<file path="config.mk">
export PLATFORM = sky130hd
export DESIGN_NAME = sync_fifo
export DESIGN_NICKNAME = d
export VERILOG_FILES = /design/src/rtl/sync_fifo.sv
export SDC_FILE = /design/constraint.sdc
export NUM_CORES = 1
export LEC_CHECK = 0
export CORE_AREA = 2 2 120 122
export DETAILED_ROUTE_END_ITERATION = 16
export DIE_AREA = 0 0 122 124
export MAX_ROUTING_LAYER = met4
export PLACE_DENSITY = 0.65
export SYNTH_ARGS = -nofsm -noshare
export SYNTH_HDL_FRONTEND = slang
export SYNTH_SLANG_ARGS = --single-unit
</file>
<file path="constraint.sdc">
create_clock -name clk -period 5.8 [get_ports clk]
set_input_delay 1.16 -clock clk [delete_from_list [all_inputs] [get_ports clk]]
set_output_delay 1.16 -clock clk [all_outputs]
set_load 0.03 [all_outputs]
</file>
<file path="src/rtl/sync_fifo.sv">
// -----------------------------------------------------------------------------
// sync_fifo
//   Single-clock FIFO that buffers words between producer and consumer logic
//   inside the FPGA, for example between the host bus interface and the
//   serial/1-wire engines.
//   The storage array has no reset, so it can map onto distributed RAM.
//
// Ports
//   clk           system clock; all logic runs on the rising edge
//   reset         synchronous, active-high reset; overrides every other input
//   flush         synchronous discard of all contents (read_data is kept)
//   clear_errors  clears the sticky overflow/underflow flags
//   write_en      write request; accepted when the FIFO is not full
//   write_data    word to store
//   read_en       read request; accepted when the FIFO is not empty
//   read_data     registered output word, loaded on an accepted read
//   read_valid    one-cycle pulse: read_data was updated on the last edge
//   level         number of stored words, 0..depth
//   full / empty  level == depth / level == 0
//   almost_full   level >= ALMOST_FULL_LEVEL
//   almost_empty  level <= ALMOST_EMPTY_LEVEL
//   overflow      sticky: a write was rejected
//   underflow     sticky: a read was rejected
// -----------------------------------------------------------------------------
module sync_fifo #(
    parameter int DATA_WIDTH         = 8,
    parameter int ADDR_WIDTH         = 4,
    parameter int ALMOST_FULL_LEVEL  = 12,
    parameter int ALMOST_EMPTY_LEVEL = 2
) (
    input  logic                  clk,
    input  logic                  reset,
    input  logic                  flush,
    input  logic                  clear_errors,
    input  logic                  write_en,
    input  logic [DATA_WIDTH-1:0] write_data,
    input  logic                  read_en,
    output logic [DATA_WIDTH-1:0] read_data,
    output logic                  read_valid,
    output logic [ADDR_WIDTH:0]   level,
    output logic                  full,
    output logic                  empty,
    output logic                  almost_full,
    output logic                  almost_empty,
    output logic                  overflow,
    output logic                  underflow
);

    localparam int DEPTH = 2 ** ADDR_WIDTH;

    // Level-width thresholds, so every compare is between equal widths.
    localparam logic [ADDR_WIDTH:0]   DEPTH_LVL = DEPTH[ADDR_WIDTH:0];
    localparam logic [ADDR_WIDTH:0]   AF_LVL    = ALMOST_FULL_LEVEL[ADDR_WIDTH:0];
    localparam logic [ADDR_WIDTH:0]   AE_LVL    = ALMOST_EMPTY_LEVEL[ADDR_WIDTH:0];
    localparam logic [ADDR_WIDTH:0]   LVL_ZERO  = {(ADDR_WIDTH+1){1'b0}};
    localparam logic [ADDR_WIDTH:0]   LVL_ONE   = {{ADDR_WIDTH{1'b0}}, 1'b1};
    localparam logic [ADDR_WIDTH-1:0] PTR_ZERO  = {ADDR_WIDTH{1'b0}};
    localparam logic [ADDR_WIDTH-1:0] PTR_ONE   = {{(ADDR_WIDTH-1){1'b0}}, 1'b1};
    localparam logic [DATA_WIDTH-1:0] DATA_ZERO = {DATA_WIDTH{1'b0}};

    // Elaboration-time rejection of parameter values outside the legal range.
    if (ADDR_WIDTH < 1) begin : g_bad_addr_width
        $error("sync_fifo: ADDR_WIDTH must be >= 1");
    end
    if ((ALMOST_EMPTY_LEVEL < 0) || (ALMOST_EMPTY_LEVEL > DEPTH)) begin : g_bad_ae_level
        $error("sync_fifo: ALMOST_EMPTY_LEVEL must be within 0..depth");
    end
    if ((ALMOST_FULL_LEVEL < 1) || (ALMOST_FULL_LEVEL > DEPTH)) begin : g_bad_af_level
        $error("sync_fifo: ALMOST_FULL_LEVEL must be within 1..depth");
    end

    logic [DATA_WIDTH-1:0] mem_q [DEPTH];

    logic [ADDR_WIDTH-1:0] wr_ptr_q,     wr_ptr_d;
    logic [ADDR_WIDTH-1:0] rd_ptr_q,     rd_ptr_d;
    logic [ADDR_WIDTH:0]   level_q,      level_d;
    logic [DATA_WIDTH-1:0] read_data_q,  read_data_d;
    logic                  read_valid_q, read_valid_d;
    logic                  overflow_q,   overflow_d;
    logic                  underflow_q,  underflow_d;

    logic full_s;
    logic empty_s;
    logic wr_accept_s;
    logic rd_accept_s;
    logic wr_reject_s;
    logic rd_reject_s;

    // Status decodes of the level counter and the accept/reject decisions.
    // flush suppresses both acceptance and error detection for its cycle.
    always_comb begin
        full_s      = (level_q == DEPTH_LVL);
        empty_s     = (level_q == LVL_ZERO);
        wr_accept_s = write_en & ~full_s  & ~flush;
        rd_accept_s = read_en  & ~empty_s & ~flush;
        wr_reject_s = write_en &  full_s  & ~flush;
        rd_reject_s = read_en  &  empty_s & ~flush;
    end

    // Next-state computation for pointers, level, read port and error flags.
    always_comb begin
        wr_ptr_d     = wr_ptr_q;
        rd_ptr_d     = rd_ptr_q;
        level_d      = level_q;
        read_data_d  = read_data_q;
        read_valid_d = rd_accept_s;

        if (flush) begin
            wr_ptr_d = PTR_ZERO;
            rd_ptr_d = PTR_ZERO;
            level_d  = LVL_ZERO;
        end else begin
            if (wr_accept_s) begin
                wr_ptr_d = wr_ptr_q + PTR_ONE;
            end else begin
                wr_ptr_d = wr_ptr_q;
            end
            if (rd_accept_s) begin
                rd_ptr_d    = rd_ptr_q + PTR_ONE;
                read_data_d = mem_q[rd_ptr_q];
            end else begin
                rd_ptr_d    = rd_ptr_q;
                read_data_d = read_data_q;
            end
            case ({wr_accept_s, rd_accept_s})
                2'b10:   level_d = level_q + LVL_ONE;
                2'b01:   level_d = level_q - LVL_ONE;
                default: level_d = level_q;
            endcase
        end

        // A new error outranks a coincident clear.
        if (wr_reject_s) begin
            overflow_d = 1'b1;
        end else if (clear_errors) begin
            overflow_d = 1'b0;
        end else begin
            overflow_d = overflow_q;
        end

        if (rd_reject_s) begin
            underflow_d = 1'b1;
        end else if (clear_errors) begin
            underflow_d = 1'b0;
        end else begin
            underflow_d = underflow_q;
        end
    end

    // Control and output registers with synchronous reset.
    always_ff @(posedge clk) begin
        if (reset) begin
            wr_ptr_q     <= PTR_ZERO;
            rd_ptr_q     <= PTR_ZERO;
            level_q      <= LVL_ZERO;
            read_data_q  <= DATA_ZERO;
            read_valid_q <= 1'b0;
            overflow_q   <= 1'b0;
            underflow_q  <= 1'b0;
        end else begin
            wr_ptr_q     <= wr_ptr_d;
            rd_ptr_q     <= rd_ptr_d;
            level_q      <= level_d;
            read_data_q  <= read_data_d;
            read_valid_q <= read_valid_d;
            overflow_q   <= overflow_d;
            underflow_q  <= underflow_d;
        end
    end

    // Storage array: deliberately without reset so it maps onto distributed RAM.
    always_ff @(posedge clk) begin
        if (wr_accept_s & ~reset) begin
            mem_q[wr_ptr_q] <= write_data;
        end
    end

    assign read_data    = read_data_q;
    assign read_valid   = read_valid_q;
    assign level        = level_q;
    assign full         = full_s;
    assign empty        = empty_s;
    assign almost_full  = (level_q >= AF_LVL);
    assign almost_empty = (level_q <= AE_LVL);
    assign overflow     = overflow_q;
    assign underflow    = underflow_q;

endmodule
</file>
==> impl_metrics.yaml <==
placed_design:
  portBuffers: 33
  dpl-instance-area_um2: 6580
  dpl.hpwl_um: 8220
  place.gp.congestion: 0.916
  place_ws_ps: 1560
cells_and_area:
  final_nets: 458
  design_area_um2: 7150
  drive_gt1_share_pct: 7.38
  area_delta_synth_final_pct: 16.2
  antennaDiodeCount: 0
  postLayoutCoreUtil_pct: 52.1
  fillers: 1128
run_status:
  status: "finished clean"
clocking:
  htreeDepth: 4
  cts_hold_buf: 0
  postCtsSetupBuffers: 0
  cts_tree: "built"
  ctsResizeCount: 0
  clock_path_buffers: 2
  cts_sinks: 152
  cts_made_buffers: 17
  clock_latency_ps: 420
  path_clk_slew_ps: 60
  cts_root_buf: "clkbuf_16"
power:
  cellPowerDensity_nw_per_um2: 320
  pwr-share-comb_pct: 2.7
  power_frac_seq_pct: 52.1
  p_int_uw: 1840
  clkPwrFrac_pct: 45.3
  switching_share_pct: 19.6
  peakVddDrop_mv: 0.162
  p_leak_uw: 0.00220
  total_power_uw: 2290
  p_switching_uw: 448
synthesis:
  synth_cell_types: 35
  syn_nets: 427
  synth_common_cells: "edfxtp_1, mux2i_1, nor2_1"
  ys_warn_count: 0
  synth_ff_type: "edfxtp_1"
  async_flop_share_pct: 0
  synth_edf_count: 128
  syn_area_um2: 6150
  synth_area_leaders: "edfxtp_1, mux2i_1, dfxtp_1, o22ai_1, nor2_1"
  synth_seq_cells: 152
  synth-seq-area-share_pct: 70.3
  synth.most_common_cell: "edfxtp_1"
  synth_largest_area_cell: "edfxtp_1"
  syn_area_per_cell_um2: 15.3
  netlist_instances: 403
  yosys.area.top_type_share_pct: 62.5
global_route:
  grt-ovfl-total: 0
  grt_pass1_wl_um: 18700
  antenna_found_initial: 0
  grt_pass1_vias: 3246
  grt_max_degree: 67
  grt_usage_pct: 18.1
route:
  vias_per_cell: 5.49
  dr.pass1.iters: 5
  wl_per_cell_um: 20.0
  dr.first_iter.drc_count: 265
  drc: 0
  num_vias: 3444
  ant_nets: 0
  wirelength_um: 12500
min_path:
  holdPathEnd: "read_data[2]$_SDFFE_PP0P_"
  holdPathStages: 2
  hp-class: "reg2reg"
  hold_start: "read_data[2]$_SDFFE_PP0P_"
sta:
  relSlewSlack_pct: 23.2
  fin_setup_tns_ps: 0
  period_share_pct: 65.8
  clock_skew_ps: 7.38
  slew_viol_final: 0
  rsz0062_at_grt: "no"
  setup_violations: 0
  finalHoldViolations: 0
  period_minus_slack_ps: 3820
  setup_slack_ps: 1980
  max_freq_mhz: 262
  tightest_slew_ps: 1150
setup_path:
  worst_path_max_delay_cell: "a21boi_2"
  slowest_delay_ps: 750
  path_cells: "clkdlybuf4s50_1 -> nor2b_1 -> a21boi_2 -> ha_1 -> ha_1 -> a21o_1 -> a21oi_1 -> mux2i_1 -> mux2i_1"
  worstPathRequired_ps: 6150
  worstSetupPathType: "in2reg"
  crit_fanout: 20
  r2r_start: "level[4]$_SDFFE_PP0P_"
  crit_family: "compound AO/OA/AOI/OAI gates"
  r2r_setup_slack_ps: 2760
  crit_path_start_kind: "input port"
  crit_arrival_ps: 4170
  worstReg2RegEnd: "level[4]$_SDFFE_PP0P_"
  ff2ff_path_depth: 8
  cp-end-kind: "register"
  worst-path-buf-inv: 1
floorplanning:
  die_y_um: 124
  core_area_um2: 13700
  dieArea_um2: 15100
  start_util_pct: 44.8
  die_w_um: 122
  core.rowCount: 43
  io_pins: 34
run:
  maxCapViolCount: 0
-- worst max-delay path by stage --
stage / start / end / depth (start not counted)
6_report: flush / level[4]$_SDFFE_PP0P_ / 9
5_1_grt: flush / level[4]$_SDFFE_PP0P_ / 9
4_1_cts: flush / level[4]$_SDFFE_PP0P_ / 9
3_5_place_dp: flush / level[4]$_SDFFE_PP0P_ / 9
3_3_place_gp: flush / level[4]$_SDFFE_PP0P_ / 9
2_1_floorplan: level[1]$_SDFFE_PP0P_ / almost_empty / 1
-- sequential cells by signal, summed over array words and instances (netlist names) --
register / flops
mem_q: 128
read_data: 8
level: 5
rd_ptr_q: 4
wr_ptr_q: 4
overflow: 1
read_valid: 1
underflow: 1
-- placed cells by master, fill, tap and decap left out, types with 2 or more instances in the layout --
master           netlist  routed
a211oi_1               9       9
a21o_1                 2       2
a21oi_1                4       4
a22oi_1                2       2
clkbuf_1               4       3
clkbuf_16              0      17
clkbuf_8               0       4
clkdlybuf4s50_1        0      33
clkinv_2               0       2
clkinvlp_4             0       4
dfxtp_1               24      23
edfxtp_1             128     128
ha_1                   9       9
inv_1                  5       5
mux2i_1               69      69
nand2_1                9       9
nand3_1                3       3
nand3b_1               4       4
nor2_1                44      44
nor2b_1                4       4
nor4_1                 9       9
o211ai_1               2       2
o22ai_1               32      32
or3_1                  2       2
or3b_1                 3       3
xnor2_1                4       4
xor2_1                 5       5
-- layer usage --
metal | share of wire (%) | wire length [µm] | global-route usage, %
met1 | 45 | 5620 | 23.3
met2 | 48 | 5970 | 27.4
met3 | 5.3 | 670 | 4.72
met4 | 2.2 | 281 | 8.05
met5 | 0 | 0 | -
-- tightest hold or removal path: stages, from the launching register on --
cell and delay [ps]:
dfxtp_1 320, nor2_1 100, a211oi_1 50
-- metrics by stage --
step / hold slack (ps) / cells
finish: 517 / 627
global route: 547 / 627
CTS: 524 / 627
detailed placement: 513 / 595
global placement: 498 / 595
floorplan: 533 / 403
-- cell families (layout without fill, tap and decap cells) --
| family | Yosys count | count (layout) | share of synthesized area (%) |
|---|---|---|---|
| buffers and inverters | 26 | 70 | 2.44 |
| adder cells (fa/ha/maj) | 10 | 10 | 2.16 |
| AO/OA/AOI/OAI | 55 | 55 | 6.15 |
| XOR/XNOR | 9 | 9 | 1.28 |
| AND/OR/NAND/NOR | 82 | 82 | 6.41 |
| multiplexers | 69 | 69 | 11.2 |
| flip-flops | 152 | 152 | 70.3 |
-- cell type report --
class | count | area, µm² | share of cell area, %
inverter | 5 | 18.8 | 0.263
tap | 180 | 225 | 3.15
sequential | 152 | 4330 | 60.6
clock buffer | 24 | 492 | 6.88
clock inverter | 8 | 73.8 | 1.03
timing repair buffer | 33 | 330 | 4.62
multi-input combinational | 225 | 1680 | 23.5
-- power by group through the flow --
stage                     combinational (µW)  clock, µW  sequential [µW]
after floorplan                         22.1          0             1220
after global placement                  59.6          0             1210
after detailed placement                61.3          0             1210
after CTS                               61.6       1050             1190
after global routing                    66.4       1090             1190
final                                   60.9       1040             1190
(Power assumes the default switching activity.)
==> RTL change 1 (config.mk and constraints unchanged) <==
Register the output `overflow` once more, with the module's reset; this adds one clock of latency there. The other outputs are not delayed to match.
--- a/src/rtl/sync_fifo.sv
+++ b/src/rtl/sync_fifo.sv
@@ -182,7 +182,13 @@
     assign empty        = empty_s;
     assign almost_full  = (level_q >= AF_LVL);
     assign almost_empty = (level_q <= AE_LVL);
-    assign overflow     = overflow_q;
+    always_ff @(posedge clk) begin
+        if (reset) begin
+            overflow <= '0;
+        end else begin
+            overflow <= overflow_q;
+        end
+    end
     assign underflow    = underflow_q;
 
 endmodule
Formal check against the unedited RTL: no difference found for any inputs over 10 cycles, from zero or initial values and one cycle with reset high; that may be too few to reach the edited logic, so the function may still have changed.
==> RTL change 1 against the original RTL <==
- wire length down 2.1%
- first-iteration DRC count up 22%
- sequential cell count up 1
- clock power up 9.6%
- setup slack better by 0.094 ns
- critical endpoint unchanged
- cell area up 1.2%
- power up 4.6%
- synthesized cell count up 0.25%
- combinational power down 1%
- highest routed layer unchanged
- synthesized area up 0.63%
- sequential share of layout area down 0.46 points
- clock skew about the same
==> RTL change 1: results (changes against the original RTL) <==
| Metric | Value |
|---|---|
| Yosys warning count | `0 (unchanged)` |
| Cell family with the largest share of critical-path delay | `compound AO/OA/AOI/OAI gates` |
| Cell Area, Placed | `0.00662 sq mm (+0.59%)` |
| Reg-to-reg startpoint | `level[4]$_SDFFE_PP0P_` |
| Area contributors post-synth | `edfxtp_1, mux2i_1, dfxtp_1` |
| Post-synth net total | `428 (+0.23%)` |
| Number of global-route vias before repair | `3,409 (+5.0%)` |
| Routability cong. | `0.785 (-14%)` |
| Min-delay worst type | `reg2reg` |
| Status | `finished clean` |
| Initial antenna violation count | `0 (unchanged)` |
| Top cells by count, synth | `edfxtp_1, mux2i_1, nor2_1, o22ai_1, dfxtp_1` |
| Largest register FFs | `128 (unchanged)` |
| Clk buf depth | `2 (unchanged)` |
| Slowest CP cell | `a21boi_2` |
| CTS H-tree depth | `4 (unchanged)` |
| Dpl hpwl | `8070 um (-1.9%)` |
| Global Route met2 Usage | `27.4% (-0.035 points)` |
| Yosys cell types | `39 (+11%)` |
| Maximum number of pins on one net before global-route repair | `67 (unchanged)` |
| Placed Instances | `596 (+0.17%)` |
| Register area share after synthesis | `70.2% (-0.12 points)` |
| Critical path origin | `flush` |
| PortBufs | `33 (unchanged)` |
| First-pass GRT wire length | `19,200 um (+2.8%)` |
| CTS root buffer | `clkbuf_16` |
| EDFF count, synth | `128 (unchanged)` |
| CTS-repair resized insts | `0 (unchanged)` |
| Placement Setup Slack | `1.62 ns (+0.0609 ns)` |
| Post-Syn Instances | `404 (+0.25%)` |
| DRT Wirelength | `12,300 um (-2.1%)` |
| CP max stage delay | `0.72 ns (-0.03 ns)` |
| Met1 Use GR | `23.4% (+0.13 points)` |
| CTS buffer count | `17 (unchanged)` |
| DRT Pass-1 Iters | `5 (unchanged)` |
| Layout Nets | `459 (+0.22%)` |
| Hold_sp | `overflow_q$_SDFFE_PP0P_` |
| Fill cells | `1,126 (-0.18%)` |
| Met3 usage | `4.53% (-0.18 points)` |
| Worst-Margin Slew | `1.19 ns (+0.0419 ns)` |
| Layout cell share with drive strength beyond 1 | `8.04% (+0.65 points)` |
| Reg with most FFs | `mem_q` |
| Clock latency on the worst-skew pair | `0.42 ns (about the same)` |
| Cell Pwr Density | `331 mW/mm^2 (+3.3%)` |
| Skew final | `0.00725 ns (-0.000130 ns)` |
| Diode count | `0 (unchanged)` |
| Asr flop ratio synth | `0% (unchanged)` |
| Worst Path Arrival | `4.08 ns (-0.09 ns)` |
| DRT iter0 DRCs | `322 (+22%)` |
| Vias per inst | `5.48 (-0.19%)` |
| GRT Util Overall | `18.2% (+0.081 points)` |
| Leak | `0.00227 uW (+3.1%)` |
| Max IR drop VDD | `0.000203 V (+25%)` |
| WL/cell | `19.5 um (-2.3%)` |
| Reg clk slew, reported paths | `0.06 ns (about the same)` |
| Worst-path fanout max | `20 (unchanged)` |
-- RTL change 1: report_power, final --
part           internal, uW  switching (uW)  leakage (uW)
clock                   685             451      0.000289
combinational          21.7            38.6      0.000624
sequential             1190            3.68       0.00135
-- RTL change 1: cell families (layout without fill, tap and decap cells) --
| group | count (synthesis) | after routing | share of synthesized area, % |
|---|---|---|---|
| flip-flops | 153 | 153 | 70.2 |
| XOR/XNOR | 9 | 9 | 1.27 |
| AND/OR/NAND/NOR | 80 | 80 | 6.65 |
| buffers and inverters | 28 | 72 | 2.55 |
| AO/OA/AOI/OAI | 55 | 55 | 6.01 |
| adder cells (fa/ha/maj) | 10 | 10 | 2.14 |
| multiplexers | 69 | 69 | 11.2 |
-- RTL change 1: worst paths after layout --
check,endpoint,cells after the start,slack [ns]
hold reg to reg,overflow$_SDFF_PP0_,1,0.47
setup / recovery,level[4]$_SDFFE_PP0P_,9,2.08
hold / removal,overflow$_SDFF_PP0_,1,0.47
setup reg to reg,level[4]$_SDFFE_PP0P_,8,2.84
-- RTL change 1: layer usage --
metal	wire (um)	share of wire (%)
met1	5330	43
met2	5970	49
met3	674	5.5
met4	299	2.4
met5	0	0
-- RTL change 1: worst register-to-register path, cell delays in order (launching register included) --
cell	delay (ns)
dfxtp_1	0.56
inv_1	0.15
a21boi_2	0.70
ha_1	0.42
ha_1	0.31
a21o_1	0.18
a21oi_1	0.16
mux2i_1	0.23
mux2i_1	0.19
-- RTL change 1: area by class of cell --
type,count,share of cell area [%]
clock inverter,15,2.61
clock buffer,17,5.88
sequential,153,60.1
tap,180,3.11
multi-input combinational,223,23.4
inverter,7,0.363
timing repair buffer,33,4.57
==> RTL change 2 (same flow settings) <==
Without the edit above. Change the parameter `DATA_WIDTH` from 8 to 6.
--- a/src/rtl/sync_fifo.sv
+++ b/src/rtl/sync_fifo.sv
@@ -23,7 +23,7 @@
 //   underflow     sticky: a read was rejected
 // -----------------------------------------------------------------------------
 module sync_fifo #(
-    parameter int DATA_WIDTH         = 8,
+    parameter int DATA_WIDTH         = 6,
     parameter int ADDR_WIDTH         = 4,
     parameter int ALMOST_FULL_LEVEL  = 12,
     parameter int ALMOST_EMPTY_LEVEL = 2
Interface: changed (resized read_data and write_data); port bits go from 34 to 30. The function was not compared with the original's and may differ.
==> RTL change 2 against the original RTL <==
- sequential cell count decreased by 34
- critical path type unchanged
- power decreased by 15%
- setup slack improved by 0.15 ns
- count of clock-buffer cells in the layout decreased by 7
- core utilization decreased by 9.2 points
- wire length decreased by 20%
- synthesized cell count decreased by 17%
- synthesized area decreased by 20%
- die area unchanged
- cell area decreased by 18%
==> RTL change 2: results (changes against the original RTL) <==
| Metric | Value |
|---|---|
| Asr flop ratio synth | `0% (unchanged)` |
| Reg with most FFs | `mem_q` |
| First-pass GRT wire length | `15,700 um (-16%)` |
| Cell Count, Final, Fillers Out | `560 (-11%)` |
| EDFF count, synth | `96 (-25%)` |
| Post-CTS setup buffers | `0 (unchanged)` |
| Routability cong. | `0.853 (-6.9%)` |
| CP max stage delay | `0.63 ns (-0.12 ns)` |
| Initial antenna violation count | `0 (unchanged)` |
| Skew final | `0.0102 ns (+0.00285 ns)` |
| PortBufs | `29 (-12%)` |
| Layout cell share with drive strength beyond 1 | `11.3% (+3.9 points)` |
| Primary FF master, synth | `edfxtp_1` |
| Placement Setup Slack | `1.72 ns (+0.165 ns)` |
| CTS H-tree depth | `4 (unchanged)` |
| Clock latency on the worst-skew pair | `approximately 0.41 ns` |
| Maximum number of pins on one net before global-route repair | `27 (-60%)` |
| Post-synth net total | `358 (-16%)` |
| Status | `finished clean` |
| Via count | `2,879 (-16%)` |
| Clk buf depth | `2 (unchanged)` |
| Syn_area_per_cell | `14.6 sq um (-4.5%)` |
| Yosys warning count | `0 (unchanged)` |
| GRT Util Overall | `14.9% (-3.2 points)` |
| Max-slew headroom | `47.0% (+24 points)` |
| Placed Instances | `528 (-11%)` |
| Yosys cell types | `38 (+8.6%)` |
| Largest register FFs | `96 (-25%)` |
| Dpl hpwl | `6830 um (-17%)` |
| Number of global-route vias before repair | `2,833 (-13%)` |
| CTS-repair resized insts | `0 (unchanged)` |
| DRT iter0 DRCs | `216 (-18%)` |
| Min-delay worst type | `reg2reg` |
| WL/cell | `18.0 um (-10%)` |
| CTS buffer count | `17 (unchanged)` |
| Worst-path fanout max | `16 (-20%)` |
| Slowest CP cell | `a21boi_2` |
| DRT Pass-1 Iters | `4 (-1)` |
| Area contributors post-synth | `edfxtp_1, mux2i_1, dfxtp_1` |
| Layout Nets | `389 (-15%)` |
| Diode count | `0 (unchanged)` |
| Register area share after synthesis | `67.9% (-2.5 points)` |
| CTS root buffer | `clkbuf_16` |
| Leak | `0.00185 uW (-16%)` |
| Worst Path Arrival | `4.02 ns (-0.15 ns)` |
| Max IR drop VDD | `0.000208 V (+28%)` |
| Cell Area, Placed | `0.00532 sq mm (-19%)` |
| Top cells by count, synth | `edfxtp_1, mux2i_1, nor2_1, o22ai_1, dfxtp_1` |
| Reg clk slew, reported paths | `0.06 ns (about the same)` |
## RTL change 2: cell type report
| type | instances | area, sq um |
|---|---|---|
| multi-input combinational | 195 | 1460 |
| tap | 180 | 225 |
| timing repair buffer | 30 | 298 |
| sequential | 118 | 3320 |
| clock buffer | 17 | 425 |
| clock inverter | 15 | 133 |
| fill | 1261 | 7840 |
| inverter | 5 | 18.8 |
## RTL change 2: kinds of logic (layout without fill, tap and decap cells)
group                      after synthesis  in the layout  share of synthesized area [%]
DFF                                    118            118                           67.9
and+or+nand+nor                         78             78                           7.85
muxes                                   53             53                           10.8
AOI/OAI and AO/OA                       45             45                           6.75
buffers and inverters                   23             67                           2.38
adders and majority gates               10             10                           2.71
xor gates and xnor gates                 9              9                           1.61
## RTL change 2: report_power, final
group	internal [uW]	switching, uW
Clock	588	382
Combinational	19.2	34.2
Sequential	919	2.82
## RTL change 2: critical path, delay by kind of cell
kind | cells | cell delay [ns]
fa+ha+maj | 2 | 0.73
buf+inv | 1 | 0.48
compound gates | 3 | 0.99
simple gates | 1 | 0.24
mux | 2 | 0.41
## RTL change 2: worst paths after layout
kind / from / end / slack [ns] / cells after the start
min: read_data[4]$_SDFFE_PP0P_ / read_data[4]$_SDFFE_PP0P_ / 0.51 / 2
min reg2reg: read_data[4]$_SDFFE_PP0P_ / read_data[4]$_SDFFE_PP0P_ / 0.51 / 2
max: flush / level[4]$_SDFFE_PP0P_ / 2.13 / 9
max reg2reg: level[4]$_SDFFE_PP0P_ / level[4]$_SDFFE_PP0P_ / 2.75 / 8
## RTL change 2: per-layer routing
metal	GRT usage, %	part of all wire [%]	up-vias
met1	17.8	45	1458
met3	5.27	3.5	15
met2	23.0	50	60
li1	-	-	1346
met5	-	0	-
met4	6.25	1.8	0
